===== src/rtl/pwm_motor_bank.sv =====
// pwm_motor_bank: shared-period multi-bridge PWM driver with duty slew,
// dead-time reversal, active braking and encoder edge counters.
module pwm_motor_bank #(
  parameter int CHANNELS  = 2,
  parameter int DUTY_W    = 8,
  parameter int PERIOD    = 5000,
  parameter int RAMP_STEP = 4,
  parameter int DEADTIME  = 100,
  parameter int ENC_W     = 16
) (
  input  logic                       clk,
  input  logic                       rst,
  input  logic                       enable,
  input  logic                       cmd_load,
  input  logic [CHANNELS*DUTY_W-1:0] duty_cmd,
  input  logic [CHANNELS-1:0]        dir_cmd,
  input  logic [CHANNELS-1:0]        brake_cmd,
  input  logic [CHANNELS-1:0]        enc,
  input  logic [CHANNELS-1:0]        enc_clr,
  output logic [CHANNELS-1:0]        pwm1,
  output logic [CHANNELS-1:0]        pwm2,
  output logic [CHANNELS*DUTY_W-1:0] duty_now,
  output logic [2*CHANNELS-1:0]      ch_state,
  output logic [CHANNELS*ENC_W-1:0]  enc_count,
  output logic                       period_start
);
  localparam int CW = $clog2(PERIOD);
  localparam int TW = DUTY_W + $clog2(PERIOD + 1);
  localparam int DW = $clog2(DEADTIME + 1);
  localparam logic [CW-1:0] LAST = CW'(PERIOD - 1);
  localparam logic [DUTY_W:0] STEP = (DUTY_W + 1)'(RAMP_STEP);
  localparam logic [DW-1:0] DLAST = DW'(DEADTIME - 1);

  typedef enum logic [1:0] {
    S_RUN  = 2'd0,
    S_REV  = 2'd1,
    S_DEAD = 2'd2,
    S_BRK  = 2'd3
  } st_e;

  logic [CW-1:0] r_cnt;
  logic          r_ps;
  logic          w_bnd;

  assign w_bnd = (r_cnt == LAST);
  assign period_start = r_ps;

  always_ff @(posedge clk or negedge rst) begin
    if (!rst) begin
      r_cnt <= '0;
      r_ps  <= 1'b0;
    end else begin
      r_cnt <= w_bnd ? '0 : r_cnt + CW'(1);
      r_ps  <= w_bnd;
    end
  end

  for (genvar g = 0; g < CHANNELS; g++) begin : g_ch
    st_e               r_st, w_st_n;
    logic [DUTY_W-1:0] r_duty, w_duty_n, r_dtgt;
    logic [DUTY_W-1:0] w_ramp, w_down;
    logic              r_dir, w_dir_n, r_dirt, r_brkt;
    logic [TW-1:0]     r_thr, w_thr_n;
    logic [DW-1:0]     r_dc, w_dc_n;
    logic              r_p1, r_p2, w_act;
    logic [2:0]        r_enc;
    logic [ENC_W-1:0]  r_ecnt;

    assign w_act = (TW'(r_cnt) < r_thr);

    always_comb begin
      w_ramp = r_duty;
      if (r_dtgt > r_duty) begin
        if ({1'b0, r_dtgt - r_duty} > STEP)
          w_ramp = r_duty + STEP[DUTY_W-1:0];
        else
          w_ramp = r_dtgt;
      end else if (r_dtgt < r_duty) begin
        if ({1'b0, r_duty - r_dtgt} > STEP)
          w_ramp = r_duty - STEP[DUTY_W-1:0];
        else
          w_ramp = r_dtgt;
      end
      w_down = ({1'b0, r_duty} > STEP) ?
               r_duty - STEP[DUTY_W-1:0] : '0;
    end

    always_comb begin
      w_st_n   = r_st;
      w_duty_n = r_duty;
      w_dir_n  = r_dir;
      w_dc_n   = r_dc;
      if (!enable) begin
        w_st_n   = S_RUN;
        w_duty_n = '0;
      end else if (r_brkt) begin
        w_st_n   = S_BRK;
        w_duty_n = '0;
      end else begin
        unique case (r_st)
          S_RUN: begin
            if (r_dirt != r_dir) begin
              w_dc_n = '0;
              w_st_n = (r_duty == '0) ? S_DEAD : S_REV;
            end else if (w_bnd) begin
              w_duty_n = w_ramp;
            end
          end
          S_REV: begin
            if (w_bnd) begin
              if (r_dirt == r_dir) begin
                w_st_n = S_RUN;
              end else begin
                w_duty_n = w_down;
                if (w_down == '0) begin
                  w_st_n = S_DEAD;
                  w_dc_n = '0;
                end
              end
            end
          end
          S_DEAD: begin
            if (r_dc == DLAST) begin
              w_st_n  = S_RUN;
              w_dir_n = r_dirt;
            end else begin
              w_dc_n = r_dc + DW'(1);
            end
          end
          S_BRK: begin
            if (w_bnd) begin
              w_st_n  = S_RUN;
              w_dir_n = r_dirt;
            end
          end
          default: ;
        endcase
      end
      // full-width product so no duty bits are lost before the shift
      w_thr_n = (TW'(w_duty_n) * TW'(PERIOD)) >> DUTY_W;
    end

    always_ff @(posedge clk or negedge rst) begin
      if (!rst) begin
        r_st   <= S_RUN;
        r_duty <= '0;
        r_dir  <= 1'b0;
        r_dc   <= '0;
        r_thr  <= '0;
        r_dtgt <= '0;
        r_dirt <= 1'b0;
        r_brkt <= 1'b0;
        r_p1   <= 1'b0;
        r_p2   <= 1'b0;
      end else begin
        r_st   <= w_st_n;
        r_duty <= w_duty_n;
        r_dir  <= w_dir_n;
        r_dc   <= w_dc_n;
        if (w_duty_n != r_duty)
          r_thr <= w_thr_n;
        if (cmd_load) begin
          r_dtgt <= duty_cmd[g*DUTY_W +: DUTY_W];
          r_dirt <= dir_cmd[g];
          r_brkt <= brake_cmd[g];
        end
        if (!enable || w_st_n == S_DEAD) begin
          r_p1 <= 1'b0;
          r_p2 <= 1'b0;
        end else if (w_st_n == S_BRK) begin
          r_p1 <= 1'b1;
          r_p2 <= 1'b1;
        end else begin
          r_p1 <= w_dir_n & w_act;
          r_p2 <= ~w_dir_n & w_act;
        end
      end
    end

    always_ff @(posedge clk or negedge rst) begin
      if (!rst) begin
        r_enc  <= '0;
        r_ecnt <= '0;
      end else begin
        r_enc <= {r_enc[1:0], enc[g]};
        if (enc_clr[g])
          r_ecnt <= '0;
        else if (r_enc[1] & ~r_enc[2])
          r_ecnt <= r_ecnt + ENC_W'(1);
      end
    end

    assign pwm1[g] = r_p1;
    assign pwm2[g] = r_p2;
    assign duty_now[g*DUTY_W +: DUTY_W] = r_duty;
    assign ch_state[2*g +: 2] = r_st;
    assign enc_count[g*ENC_W +: ENC_W] = r_ecnt;
  end

endmodule

===== config.mk =====
export PLATFORM = sky130hd
export DESIGN_NAME = pwm_motor_bank
export DESIGN_NICKNAME = d
export VERILOG_FILES = /design/src/rtl/pwm_motor_bank.sv
export SDC_FILE = /design/constraint.sdc
export NUM_CORES = 1
export LEC_CHECK = 0
export ABC_AREA = 1
export CAP_MARGIN = 20
export CORE_ASPECT_RATIO = 1.1
export CORE_MARGIN = 4
export CORE_UTILIZATION = 56
export CTS_BUF_LIST = sky130_fd_sc_hd__clkbuf_8
export DETAILED_ROUTE_END_ITERATION = 8
export GPL_TIMING_DRIVEN = 0
export PLACE_DENSITY = 0.79
export SKIP_CTS_REPAIR_TIMING = 1
export SLEW_MARGIN = 25
export SYNTH_ARGS = -nofsm -noshare
export SYNTH_HDL_FRONTEND = slang
export SYNTH_SLANG_ARGS = --single-unit

===== constraint.sdc =====
create_clock -name clk -period 6 [get_ports clk]
set_input_delay 1.2 -clock clk [delete_from_list [all_inputs] [get_ports clk]]
set_output_delay 1.2 -clock clk [all_outputs]
set_load 0.05 [all_outputs]

==> impl_metrics.json <==
{
  "path_clk_slew_ns": 0.09,
  "powerDensity_nw_per_um2": 251,
  "wl_per_cell_um": 14.8,
  "yosys.area.top_type_share": 0.282,
  "rsz0062_at_grt": "yes",
  "grt_usage": 0.248,
  "cts_root_buffer": "clkbuf_8",
  "p_sw_mw": 1.72,
  "min_period_ns": 5.92,
  "die_area_sq_um": 24300,
  "tightest_slew_ns": 0.694,
  "whs_ns": 0.353,
  "tns_ns": 0,
  "cp_slowest_cell": "fa_1",
  "syn_nets": 1913,
  "slowest_delay_ns": 0.54,
  "die_h_um": 163,
  "grt_pass1_wl_um": 50100,
  "htreeDepth": 4,
  "insertion_delay_ns": 0.47,
  "io_buffers": 83,
  "min_to": "g_ch[1].r_enc[1]$_DFF_PN0_",
  "place_hpwl_um": 23100,
  "fin_crit_sh": 0.986,
  "cts.path.max_buffers": 2,
  "ys_ff_latch": 138,
  "crit_arrival_ns": 6.33,
  "vdd_drop_max_uv": 192,
  "setup_viol": 0,
  "seq_area_frac_synth": 0.282,
  "status": "complete, no violations",
  "grt_start_max_net_pins": 92,
  "r2r-end": "g_ch[0].r_thr[11]$_DFFE_PN0P_",
  "gp_congestion": 0.953,
  "slew_viol_final": 0,
  "p_seq_frac": 0.297,
  "reg2reg_slack_ns": 0.08,
  "die_x_um": 149,
  "routed_wl_um": 32600,
  "syn2layout_area_growth_pct": 25.4,
  "cts_tree": "yes",
  "cp.buffers_inverters": 7,
  "path_delay_family": "adder cells",
  "pwr-share-comb": 0.501,
  "slew_headroom": 0.532,
  "cts_num_sinks": 138,
  "layout_setup_ws_ns": 0.0845,
  "ys_top_cells_by_area": "dfrtp_1 28%, ha_1 15%, nand2_1 13%, inv_1 9.2%, nand3_1 5.6%",
  "r2r_cells": 41,
  "pre_cts_slack_ns": -0.950,
  "critPathCaptureType": "register",
  "synth.yosys.warnings": 0,
  "cpMostUsedCell": "nand2_2",
  "synth_edf_count": 0,
  "crit_fanout": 6,
  "firstDrtPassIters": 5,
  "io_pins": 85,
  "hp-class": "register to register",
  "worstHoldStart": "g_ch[1].r_enc[0]$_DFF_PN0_",
  "syn-cell-area_sq_um": 12200,
  "synth_cells": 1716,
  "synthArstFlopShare": 1.00,
  "maxCapViolCount": 0,
  "diodes": 0,
  "num_vias": 12000,
  "antenna_found_initial": 2,
  "switching_share": 0.446,
  "cts_buffers": 17,
  "skew_ns": 0.0171,
  "power_frac_clock": 0.202,
  "hold_depth": 0,
  "synthFlopType": "dfrtp_1",
  "drc": 0,
  "layout-drive-gt1-share": 0.196,
  "p_leak_nw": 7.91,
  "drt-initial-drc-count": 684,
  "ant_nets": 0,
  "crit_type": "register to register",
  "grt_pass1_vias": 11100,
  "avgSynthCellArea_sq_um": 7.13,
  "finalHoldViolCount": 0,
  "initial_utilization": 0.571,
  "reg2reg_from": "g_ch[0].r_duty[2]$_DFF_PN0_",
  "start_kind": "register",
  "max_freq_ghz": 0.169,
  "p_total_mw": 3.86,
  "gr-total-overflow": 0,
  "nets": 2099,
  "design.core.area_sq_um": 21400,
  "synth.distinct_cells": 55,
  "intPower_mw": 2.14,
  "worstPathRequired_ns": 6.41,
  "vias_per_cell": 5.45,
  "yosysTopAreaCell": "dfrtp_1",
  "fp-row-count": 56
}
[per-layer routing]
metal  routed length [um]  vias to the layer above  global-route usage
met3                 1640                      108              0.0336
met2                15700                      414               0.414
met1                13900                     5633               0.328
met4                 1320                        4               0.102
met5                   17                        -                   0
li1                     -                     5857                   -
[power groups by stage]
| stage | sequential (mW) | clock (mW) | combinational (mW) |
|---|---|---|---|
| after detailed placement | 1.16 | 0 | 1.58 |
| after floorplan | 1.18 | 0 | 1.16 |
| after global placement | 1.16 | 0 | 1.54 |
| final | 1.15 | 0.778 | 1.93 |
| after global routing | 1.16 | 0.832 | 2.16 |
| after CTS | 1.14 | 0.784 | 1.60 |
[layout by cell type, fill, tap and decap left out, types with 10 or more instances in the layout]
| master | netlist | final |
|---|---|---|
| a21oi_1 | 105 | 93 |
| a21oi_2 | 2 | 13 |
| buf_4 | 10 | 89 |
| buf_6 | 3 | 11 |
| clkbuf_8 | 0 | 17 |
| clkdlybuf4s50_1 | 0 | 82 |
| clkinvlp_4 | 0 | 13 |
| dfrtp_1 | 138 | 122 |
| dfrtp_2 | 0 | 16 |
| fa_1 | 26 | 23 |
| ha_1 | 143 | 116 |
| ha_4 | 0 | 23 |
| inv_1 | 299 | 263 |
| inv_2 | 6 | 24 |
| nand2_1 | 416 | 359 |
| nand2_2 | 17 | 64 |
| nand2_4 | 1 | 11 |
| nand3_1 | 137 | 127 |
| nand3_2 | 8 | 16 |
| nand4_1 | 18 | 18 |
| nor2_1 | 145 | 132 |
| nor2_2 | 5 | 10 |
| nor2_4 | 4 | 12 |
| nor3_1 | 17 | 17 |
| o21ai_0 | 82 | 76 |
| xor2_1 | 37 | 37 |
[kinds of logic (layout without fill, tap and decap cells)]
group / count (synthesis) / in the layout / share of synthesized area
multiplexers: 2 / 2 / 0.00184
XOR/XNOR: 43 / 43 / 0.0308
flip-flops: 138 / 138 / 0.282
AND/OR/NAND/NOR: 796 / 796 / 0.285
AO/OA/AOI/OAI: 230 / 230 / 0.103
adder cells (fa/ha/maj): 169 / 169 / 0.189
buffers and inverters: 338 / 537 / 0.109
[Yosys cell counts (3+ instances only)]
library cell and instances:
nand3_1 137, xor2_1 37, o31ai_1 3, nand4_1 18, o21ai_0 82, a21o_1 4, a211oi_1 4, o21ai_1 3
nor2_2 5, ha_1 143, o211ai_1 4, nor2_4 4, o22ai_1 3, nand2_2 17, buf_4 10, buf_6 3
a21oi_1 105, fa_1 26, nor2_1 145, buf_2 7, nand2_1 416, inv_1 299, o21a_1 6, clkbuf_1 8
nor3_1 17, nand3_2 8, dfrtp_1 138, nor3b_1 6, xnor2_1 6, o21bai_1 5, inv_2 6, nor4_1 7
[worst max path at each step]
stage | end | slack (ns) | cells past startpoint | startpoint
final | g_ch[0].r_thr[11]$_DFFE_PN0P_ | 0.08 | 41 | g_ch[0].r_duty[2]$_DFF_PN0_
after global routing | g_ch[0].r_thr[11]$_DFFE_PN0P_ | -0.31 | 41 | g_ch[0].r_duty[2]$_DFF_PN0_
after CTS | g_ch[1].r_thr[11]$_DFFE_PN0P_ | -0.57 | 37 | g_ch[1].r_duty[2]$_DFF_PN0_
after detailed placement | g_ch[0].r_thr[11]$_DFFE_PN0P_ | -0.95 | 29 | enable
after global placement | g_ch[1].r_duty[5]$_DFF_PN0_ | -2.38 | 1 | rst
after floorplan | g_ch[0].r_thr[11]$_DFFE_PN0P_ | 0.005 | 43 | g_ch[0].r_duty[2]$_DFF_PN0_
[state kept, by name, summed over array words and instances, names as in the netlist, 4 cells and up]
name         cells
g_ch.r_st        4
r_cnt           13
g_ch.r_duty     16
g_ch.r_enc       6
g_ch.r_thr      26
g_ch.r_dtgt     16
g_ch.r_ecnt     32
g_ch.r_dc       14
[through the flow]
| step | instance area, sq um | util | instances |
|---|---|---|---|
| final | 15400 | 0.716 | 2205 |
| after global routing | 15400 | 0.716 | 2205 |
| after floorplan | 12300 | - | 1716 |
| after CTS | 13900 | 0.647 | 2122 |
| after global placement | 13500 | 0.628 | 2089 |
| after detailed placement | 13500 | 0.629 | 2090 |
[layout make-up]
| type | count | area (sq um) |
|---|---|---|
| tap | 290 | 363 |
| multi-input combinational | 1240 | 8150 |
| clock inverter | 15 | 155 |
| inverter | 308 | 1230 |
| fill | 1665 | 6090 |
| clock buffer | 17 | 234 |
| buffer | 28 | 224 |
| sequential | 138 | 3470 |
| timing repair buffer | 169 | 1520 |
Note: power is estimated with default switching activity, not from simulation.
